<file path="src/rtl/stack_pkg.sv">
// Shared definitions for the stack arbiter slice.
//   - default data width and stack depth
//   - requester op encoding (push/pop)
//   - FSM state encoding for stack_arbiter
package stack_pkg;

  localparam int unsigned DEF_WIDTH_DATA = 16;
  localparam int unsigned DEF_DEPTH      = 10;

  localparam logic OP_PUSH = 1'b0;
  localparam logic OP_POP  = 1'b1;

  typedef logic [1:0] state_t;

  localparam state_t ST_IDLE     = 2'd0;
  localparam state_t ST_ISSUE    = 2'd1;
  localparam state_t ST_WAIT_POP = 2'd2;
  localparam state_t ST_RESP     = 2'd3;

endpackage

</file>
<file path="src/rtl/rr_arbiter2.sv">
// Two-input round-robin grant with a last-grant pointer.
// Ports:
//   clk, reset    clock, asynchronous active-low reset
//   i_req0/1      request lines
//   i_update      load the last-grant pointer with i_upd_id
//   i_upd_id      id that was just served
//   o_gnt_valid   at least one request present
//   o_gnt_id      winning requester (0 or 1)
module rr_arbiter2 (
  input  logic clk,
  input  logic reset,
  input  logic i_req0,
  input  logic i_req1,
  input  logic i_update,
  input  logic i_upd_id,
  output logic o_gnt_valid,
  output logic o_gnt_id
);

  logic r_last;

  // Pointer starts at 1 so requester 0 wins the first tie.
  always_ff @(posedge clk or negedge reset) begin
    if (!reset) begin
      r_last <= 1'b1;
    end else if (i_update) begin
      r_last <= i_upd_id;
    end
  end

  always_comb begin
    o_gnt_valid = i_req0 | i_req1;
    if (i_req0 && i_req1) begin
      o_gnt_id = ~r_last;
    end else begin
      o_gnt_id = i_req1;
    end
  end

endmodule

</file>
<file path="src/rtl/stack_arbiter.sv">
// Shares one stack between two requesters (r0: control unit CALL/RET,
// r1: datapath PUSH/POP). Round-robin grant, single-cycle push/pop strobes,
// registered response, own occupancy count with overflow/underflow rejection.
// Ports:
//   clk, reset                 clock, asynchronous active-low reset
//   rX_valid/op/data           request (held until rX_ready), op 0=push 1=pop
//   rX_ready                   one-cycle accept pulse
//   rX_rsp_valid/data/err      one-cycle response, popped word, error flag
//   stk_push/pop/data_in       strobes and write data towards the stack
//   stk_data_out               stack read data, valid the cycle after stk_pop
//   stk_full/empty             stack status flags
//   occupancy                  words currently held
module stack_arbiter
  import stack_pkg::*;
#(
  parameter int unsigned WIDTH_DATA = DEF_WIDTH_DATA,
  parameter int unsigned DEPTH      = DEF_DEPTH,
  parameter int unsigned CNT_W      = $clog2(DEPTH + 1)
) (
  input  logic                  clk,
  input  logic                  reset,
  input  logic                  r0_valid,
  input  logic                  r0_op,
  input  logic [WIDTH_DATA-1:0] r0_data,
  output logic                  r0_ready,
  output logic                  r0_rsp_valid,
  output logic [WIDTH_DATA-1:0] r0_rsp_data,
  output logic                  r0_err,
  input  logic                  r1_valid,
  input  logic                  r1_op,
  input  logic [WIDTH_DATA-1:0] r1_data,
  output logic                  r1_ready,
  output logic                  r1_rsp_valid,
  output logic [WIDTH_DATA-1:0] r1_rsp_data,
  output logic                  r1_err,
  output logic                  stk_push,
  output logic                  stk_pop,
  output logic [WIDTH_DATA-1:0] stk_data_in,
  input  logic [WIDTH_DATA-1:0] stk_data_out,
  input  logic                  stk_full,
  input  logic                  stk_empty,
  output logic [CNT_W-1:0]      occupancy
);

  state_t                r_state;
  logic                  r_id;
  logic                  r_op;
  logic                  r_err;
  logic [WIDTH_DATA-1:0] r_data;
  logic [WIDTH_DATA-1:0] r_rsp_data;
  logic [CNT_W-1:0]      r_occ;

  logic                  w_gnt_valid;
  logic                  w_gnt_id;
  logic                  w_grant;
  logic                  w_op;
  logic [WIDTH_DATA-1:0] w_data;
  logic                  w_ovf;
  logic                  w_unf;
  logic                  w_resp;
  logic                  w_issue;

  rr_arbiter2 u_rr (
    .clk         (clk),
    .reset       (reset),
    .i_req0      (r0_valid),
    .i_req1      (r1_valid),
    .i_update    (w_resp),
    .i_upd_id    (r_id),
    .o_gnt_valid (w_gnt_valid),
    .o_gnt_id    (w_gnt_id)
  );

  // Gating with reset keeps ready low while reset is held with valid high.
  assign w_grant = (r_state == ST_IDLE) && w_gnt_valid && reset;
  assign w_op    = w_gnt_id ? r1_op   : r0_op;
  assign w_data  = w_gnt_id ? r1_data : r0_data;
  assign w_ovf   = (w_op == OP_PUSH) && ((r_occ == CNT_W'(DEPTH)) || stk_full);
  assign w_unf   = (w_op == OP_POP)  && ((r_occ == '0) || stk_empty);
  assign w_resp  = (r_state == ST_RESP);
  assign w_issue = (r_state == ST_ISSUE);

  always_ff @(posedge clk or negedge reset) begin
    if (!reset) begin
      r_state    <= ST_IDLE;
      r_id       <= 1'b0;
      r_op       <= OP_PUSH;
      r_err      <= 1'b0;
      r_data     <= '0;
      r_rsp_data <= '0;
      r_occ      <= '0;
    end else begin
      case (r_state)
        ST_IDLE: begin
          if (w_grant) begin
            r_id       <= w_gnt_id;
            r_op       <= w_op;
            r_data     <= w_data;
            r_rsp_data <= '0;
            r_err      <= w_ovf | w_unf;
            r_state    <= (w_ovf | w_unf) ? ST_RESP : ST_ISSUE;
          end
        end
        ST_ISSUE: begin
          if (r_op == OP_PUSH) begin
            r_occ   <= r_occ + CNT_W'(1);
            r_state <= ST_RESP;
          end else begin
            r_occ   <= r_occ - CNT_W'(1);
            r_state <= ST_WAIT_POP;
          end
        end
        ST_WAIT_POP: begin
          r_rsp_data <= stk_data_out;
          r_state    <= ST_RESP;
        end
        ST_RESP: begin
          r_state <= ST_IDLE;
        end
        default: begin
          r_state <= ST_IDLE;
        end
      endcase
    end
  end

  assign r0_ready     = w_grant && !w_gnt_id;
  assign r1_ready     = w_grant &&  w_gnt_id;
  assign r0_rsp_valid = w_resp && !r_id;
  assign r1_rsp_valid = w_resp &&  r_id;
  assign r0_rsp_data  = r0_rsp_valid ? r_rsp_data : '0;
  assign r1_rsp_data  = r1_rsp_valid ? r_rsp_data : '0;
  assign r0_err       = r0_rsp_valid && r_err;
  assign r1_err       = r1_rsp_valid && r_err;
  assign stk_push     = w_issue && (r_op == OP_PUSH);
  assign stk_pop      = w_issue && (r_op == OP_POP);
  assign stk_data_in  = w_issue ? r_data : '0;
  assign occupancy    = r_occ;

endmodule
</file>
<file path="config.mk">
export PLATFORM = sky130hd
export DESIGN_NAME = stack_arbiter
export DESIGN_NICKNAME = d
export VERILOG_FILES = /design/src/rtl/stack_pkg.sv /design/src/rtl/rr_arbiter2.sv /design/src/rtl/stack_arbiter.sv
export SDC_FILE = /design/constraint.sdc
export NUM_CORES = 1
export LEC_CHECK = 0
export CORE_MARGIN = 5
export CORE_UTILIZATION = 40
export CTS_CLUSTER_SIZE = 28
export DETAILED_ROUTE_END_ITERATION = 8
export PLACE_DENSITY = 0.8
export SYNTH_ARGS = -nofsm -noshare
export SYNTH_HDL_FRONTEND = slang
export SYNTH_SLANG_ARGS = --single-unit
</file>
<file path="constraint.sdc">
create_clock -name clk -period 1.9 [get_ports clk]
set_input_delay 0.285 -clock clk [delete_from_list [all_inputs] [get_ports clk]]
set_output_delay 0.285 -clock clk [all_outputs]
set_load 0.01 [all_outputs]
</file>
# Word-level counts from Yosys, hierarchy flattened
# Cells that the tools add are included.
# word_totals
reg_bits	42
in_bits	56
output_inout_bits	60
word_cells	55
# classes
addsub	2
n_eq_ne	5
muxes	13
bitwise	5
n_reduce_logical	22
# op_table
operator	count
16-bit two-way mux	5
16-bit one-hot mux with 2 select lines	1
1-bit logical AND	13
2-bit one-hot mux with 4 select lines	1
4-bit by 1-bit adder with 4-bit output, second input constant	1
2-bit == test, second input constant	2
4-bit == test, second input constant	1
4-bit logical NOT	1
2-bit two-way mux	2
4-bit two-way mux	1
2-bit AND reduction	2
4-bit by 1-bit subtractor with 4-bit output, second input constant	1
1-bit two-way mux	3
1-bit inverter	3
2-bit by 1-bit == test with 1-bit output, second input constant	1
1-bit logical NOT	2
2-bit logical NOT	1
1-bit logical OR	2
2-bit != test, second input constant	1
1-bit OR	2
2-bit nonzero test	1

# Logic depth before layout (Yosys ltp)
# logic_depth
ltp_word	9
depth_mapped	8
mapped_depth_nobuf	6

# Hierarchy
# From an unflattened synthesis, not the netlist that was laid out.
# hier_totals
cells_unflattened	227
area_unflattened_um2	2311.0
# by_module_without_submodules
module	instances	cells_per_inst	area_each_um2	seq_area_each_um2
stack_arbiter	1	223	2255.9	1026.0
rr_arbiter2	1	4	55.1	26.3

# Least setup slack after synthesis
# OpenSTA, ideal clock, no wires.
# synth_timing
path_kind	flip-flop to output port
start	reg r_state[0]
end	out r0_ready
t_arrival_ps	1476
required_ps	1615
setup_slack_ps	139
stages_incl_launch_ff	8
n_path_buf	2
cell_sequence	dfrtp_1 inv_1 ha_1 inv_1 or2_1 buf_2 buf_2 nor2_1
# synth_between
elab_chain_cells	4
# synth_lines
element	line_no	source
start: declaration	stack_arbiter.sv:45	state_t r_state;
start signal: assignment	stack_arbiter.sv:101	r_state <= (w_ovf | w_unf) ? ST_RESP : ST_ISSUE;
2-bit logical NOT	stack_arbiter.sv:75	assign w_grant = (r_state == ST_IDLE) && w_gnt_valid && reset;
1-bit logical AND (2 in a row)	stack_arbiter.sv:75	
1-bit logical AND	stack_arbiter.sv:127	assign r0_ready = w_grant && !w_gnt_id;
end: declaration	stack_arbiter.sv:25	output logic r0_ready,
# Every way passes these cells.

# Worst setup path after layout
# layout_timing
start	reg r_state[0]
end	out r0_rsp_data[8]
# layout_between
elab_chain_cells	3
# layout_lines
element	line_no	source
2-bit == test	stack_arbiter.sv:80	assign w_resp = (r_state == ST_RESP);
1-bit logical AND	stack_arbiter.sv:129	assign r0_rsp_valid = w_resp && !r_id;
16-bit two-way mux	stack_arbiter.sv:131	assign r0_rsp_data = r0_rsp_valid ? r_rsp_data : '0;
end: declaration	stack_arbiter.sv:27	output logic [WIDTH_DATA-1:0] r0_rsp_data,
# Every way passes these cells.

==> impl_metrics.csv <==
group,metric,value,unit
routing,vias_per_cell,4.88,
routing,drt_iter0_markers,54,
worst_setup_path,path_cells,"buf_6, ha_4, nor2b_4, buf_6, buf_4, and2_4, buf_6",
floorplanning,rows,27,
global_routing,grt_pass1_vias,2118,
sta,worst_slack,-0.0216,ns
placed_design,placed_area,3630,µm²
clock_network,cts_buffer_depth,2,
worst_setup_path,cp_common_cell,"buf_6",
logic_synthesis,ys_top_cells_by_area,"dfrtp_1 (45%), and2_1 (9.8%), mux2i_1 (8.7%), a22o_1 (6.1%), and3_1 (4.6%)",
floorplanning,initial_utilization,0.415,
routing,drt_first_pass_iters,4,
logic_synthesis,async_reset_ff_frac,1.00,
routing,routed-via-count,2119,
logic_synthesis,ys_ff_latch,42,
placed_design,io_buffers,115,
sta,skew,0.0136,ns
sta,period_needed,1.92,ns
logic_synthesis,syn_area,2300,µm²
clock_network,cts_tree,"yes",
final_layout,nNetsFinal,425,
placed_design,place_hpwl,4890,µm
routing,highest_layer,"met4",
pwr,peakVddDrop,0.000674,V
clock_network,cts_root_buf,"clkbuf_8",
pwr,p_leak,1.88,nW
sta,hold_viol,0,
hold_path,holdCritPathClass,"input pin to async pin",
clock_network,clkSinkCount,42,
final_layout,stdcell_count,434,
final_layout,area_growth,56.5,%
worst_setup_path,max_stage_delay,0.40,ns
worst_setup_path,path_class,"register to primary output",
worst_setup_path,end_kind,"primary output",
sta,finalSetupViolCount,1,
logic_synthesis,syn_nets,291,
logic_synthesis,synthTopCellsByCount,"dfrtp_1 (41), and2_1 (36), nand2_1 (22)",
global_routing,grt_max_degree,43,
final_layout,fin_area,3600,µm²
worst_setup_path,arrival,1.64,ns
placed_design,dp_cells,419,
run,drv_cap,0,
logic_synthesis,ys_seq_area_frac,0.457,
clock_network,cts_made_buffers,5,
pwr,power_density,1400,nW/µm²
logic_synthesis,synth_flop_cell,"dfrtp_1",
routing,ant_nets,0,
logic_synthesis,ys_warn_count,0,
logic_synthesis,syn-mean-instance-area,10.1,µm²
logic_synthesis,yosysMostFrequentCell,"dfrtp_1",
routing,m1WireLength,2710,µm
routing,wl_met3,359,µm
outcome,failed_checks,"setup timing",
global_routing,grt_pass1_wl,10100,µm
placed_design,gp_congestion,0.726,
logic_synthesis,yosysTopAreaCellShare,0.446,
routing,drcViolationCount,0,
global_routing,grt_overflow,0,
final_layout,nFillCells,494,
worst_setup_path,crit_required,1.62,ns
clock_network,cts.hold.buffers_added,0,
global_routing,grtUsageTotal,0.172,
sta,rsz0062_at_grt,"true",
routing,routed-wl-met2,3480,µm
outcome,status,"complete, but fails checks",
worst_setup_path,slowest_stage,"dfrtp_1",
sta,hold_slack,0.102,ns
floorplanning,die_h,85.8,µm
clock_network,cts-htree-levels,2,
final_layout,layout.area.seq,1050,µm²
pwr,report.power.total,0.00505,W
sta,slew_viol_final,0,
routing,wl_per_cell,15.1,µm
sta,tightestPinTransition,0.633,ns
sta,max_freq,0.520,GHz
final_layout,multi_input_area,1200,µm²
worst_setup_path,crit_path_start_kind,"register",
clock_network,clk_pin_slew,0.09,ns
floorplanning,core,5540,µm²
sta,slew_headroom,0.578,
logic_synthesis,synth_cells,227,
routing,routed_wl,6550,µm
sta,period_share,1.01,
worst_setup_path,cp_max_fo,5,
floorplanning,die-area,7370,µm²
logic_synthesis,synth_top_cell_by_area,"dfrtp_1",
final_layout,drive_above_1_share,0.298,
global_routing,antenna_found_initial,0,
worst_setup_path,crit_family,"buffers and inverters",
floorplanning,ios,116,
floorplanning,die_w,85.8,µm
worst_setup_path,cp.buffers_inverters,4,
logic_synthesis,synth_edf_count,0,
logic_synthesis,synth.distinct_cells,29,
clock_network,clk_latency,0.29,ns
final_layout,diodes,0,
## cells by family (layout without fill, tap and decap cells)
| group | count (synthesis) | in the layout | synth area share |
|---|---|---|---|
| flops | 42 | 42 | 0.457 |
| simple gates | 83 | 83 | 0.197 |
| fa+ha+maj | 8 | 8 | 0.0468 |
| xor+xnor | 3 | 3 | 0.0114 |
| mux | 23 | 23 | 0.103 |
| buf+inv | 22 | 157 | 0.0430 |
| compound gates | 46 | 46 | 0.141 |
## path summary, 6_finish.rpt
check | slack [ns] | depth (start not counted) | start | endpoint
setup / recovery | -0.02 | 7 | r_state[0] | r0_rsp_data[8]
hold / removal | 0.10 | 2 | reset | r_rsp_data[3]
setup reg to reg | 0.13 | 8 | r_state[1] | r_state[0]
hold reg to reg | 0.47 | 2 | r_data[15] | r_data[15]
max in group asynchronous | 1.43 | 2 | reset | u_rr.r_last
min in group clk | 0.47 | 2 | r_data[15] | r_data[15]
## power by group
group | switching (W) | leakage, nW | internal (W)
combinational | 0.00133 | 1.31 | 0.00142
clock | 0.000304 | 0.0514 | 0.000392
sequential | 0.000283 | 0.522 | 0.00132
total | 0.00191 | 1.88 | 0.00313
## layer usage
layer | track usage | vias up
met2 | 0.321 | 60
met4 | 0.0360 | 0
met1 | 0.199 | 1015
met5 | 0 | -
li1 | - | 1042
met3 | 0.0403 | 2
## worst reg2reg max path, delay by kind of cell (launching register included)
kind	cells	cell delay, ns
adders and majority gates	1	0.19
AOI/OAI and AO/OA	2	0.47
DFF	1	0.37
and+or+nand+nor	1	0.15
buffers and inverters	4	0.49
## cell type report
| cell class | count | area share |
|---|---|---|
| Sequential cell | 42 | 0.292 |
| Multi-Input combinational cell | 163 | 0.334 |
| Tap cell | 72 | 0.0250 |
| Clock buffer | 6 | 0.0202 |
| Inverter | 6 | 0.00625 |
| Clock inverter | 2 | 0.0104 |
| Timing Repair Buffer | 143 | 0.312 |
## registers in the layout (all words and copies together) (netlist names)
signal	cells
r_id	1
u_rr.r_last	1
r_op	1
occupancy	4
r_err	1
r_data	16
r_state	2
r_rsp_data	16
## what timing repair did
| action | CTS | global route |
|---|---|---|
| resized for setup | 174 | 47 |
| buffers inserted | 5 | 0 |
| gates cloned | 0 | 2 |
| setup endpoints to repair | 56 | 47 |
## cells in the final DEF (no fill, tap or decap), types with 2 or more instances in the layout
cell type        count
mux2i_1             20
mux2_2               2
ha_1                 4
a21oi_1              3
a22o_1              16
buf_6                7
a21o_1               2
clkbuf_2            18
dfrtp_1             41
and2_1              35
clkbuf_8             5
o21ai_0             18
o21ai_2              3
buf_4               20
dlygate4sd2_1        2
ha_2                 2
buf_2               37
inv_1                6
xnor2_1              2
clkdlybuf4s50_1     58
nand2_1             22
and3_1              16
nor2_1               3
## stage by stage
stage               TNS (ns)   util  worst slack [ns]
finish               -0.0216  0.650           -0.0216
detailed placement     -3.65  0.655            -0.258
global placement       -2.70  0.655            -0.226
global route          -0.444  0.650           -0.0651
CTS                   -0.168  0.653           -0.0592
floorplan                  0      -             0.139
No activity file was read; power rests on OpenSTA's default activity.
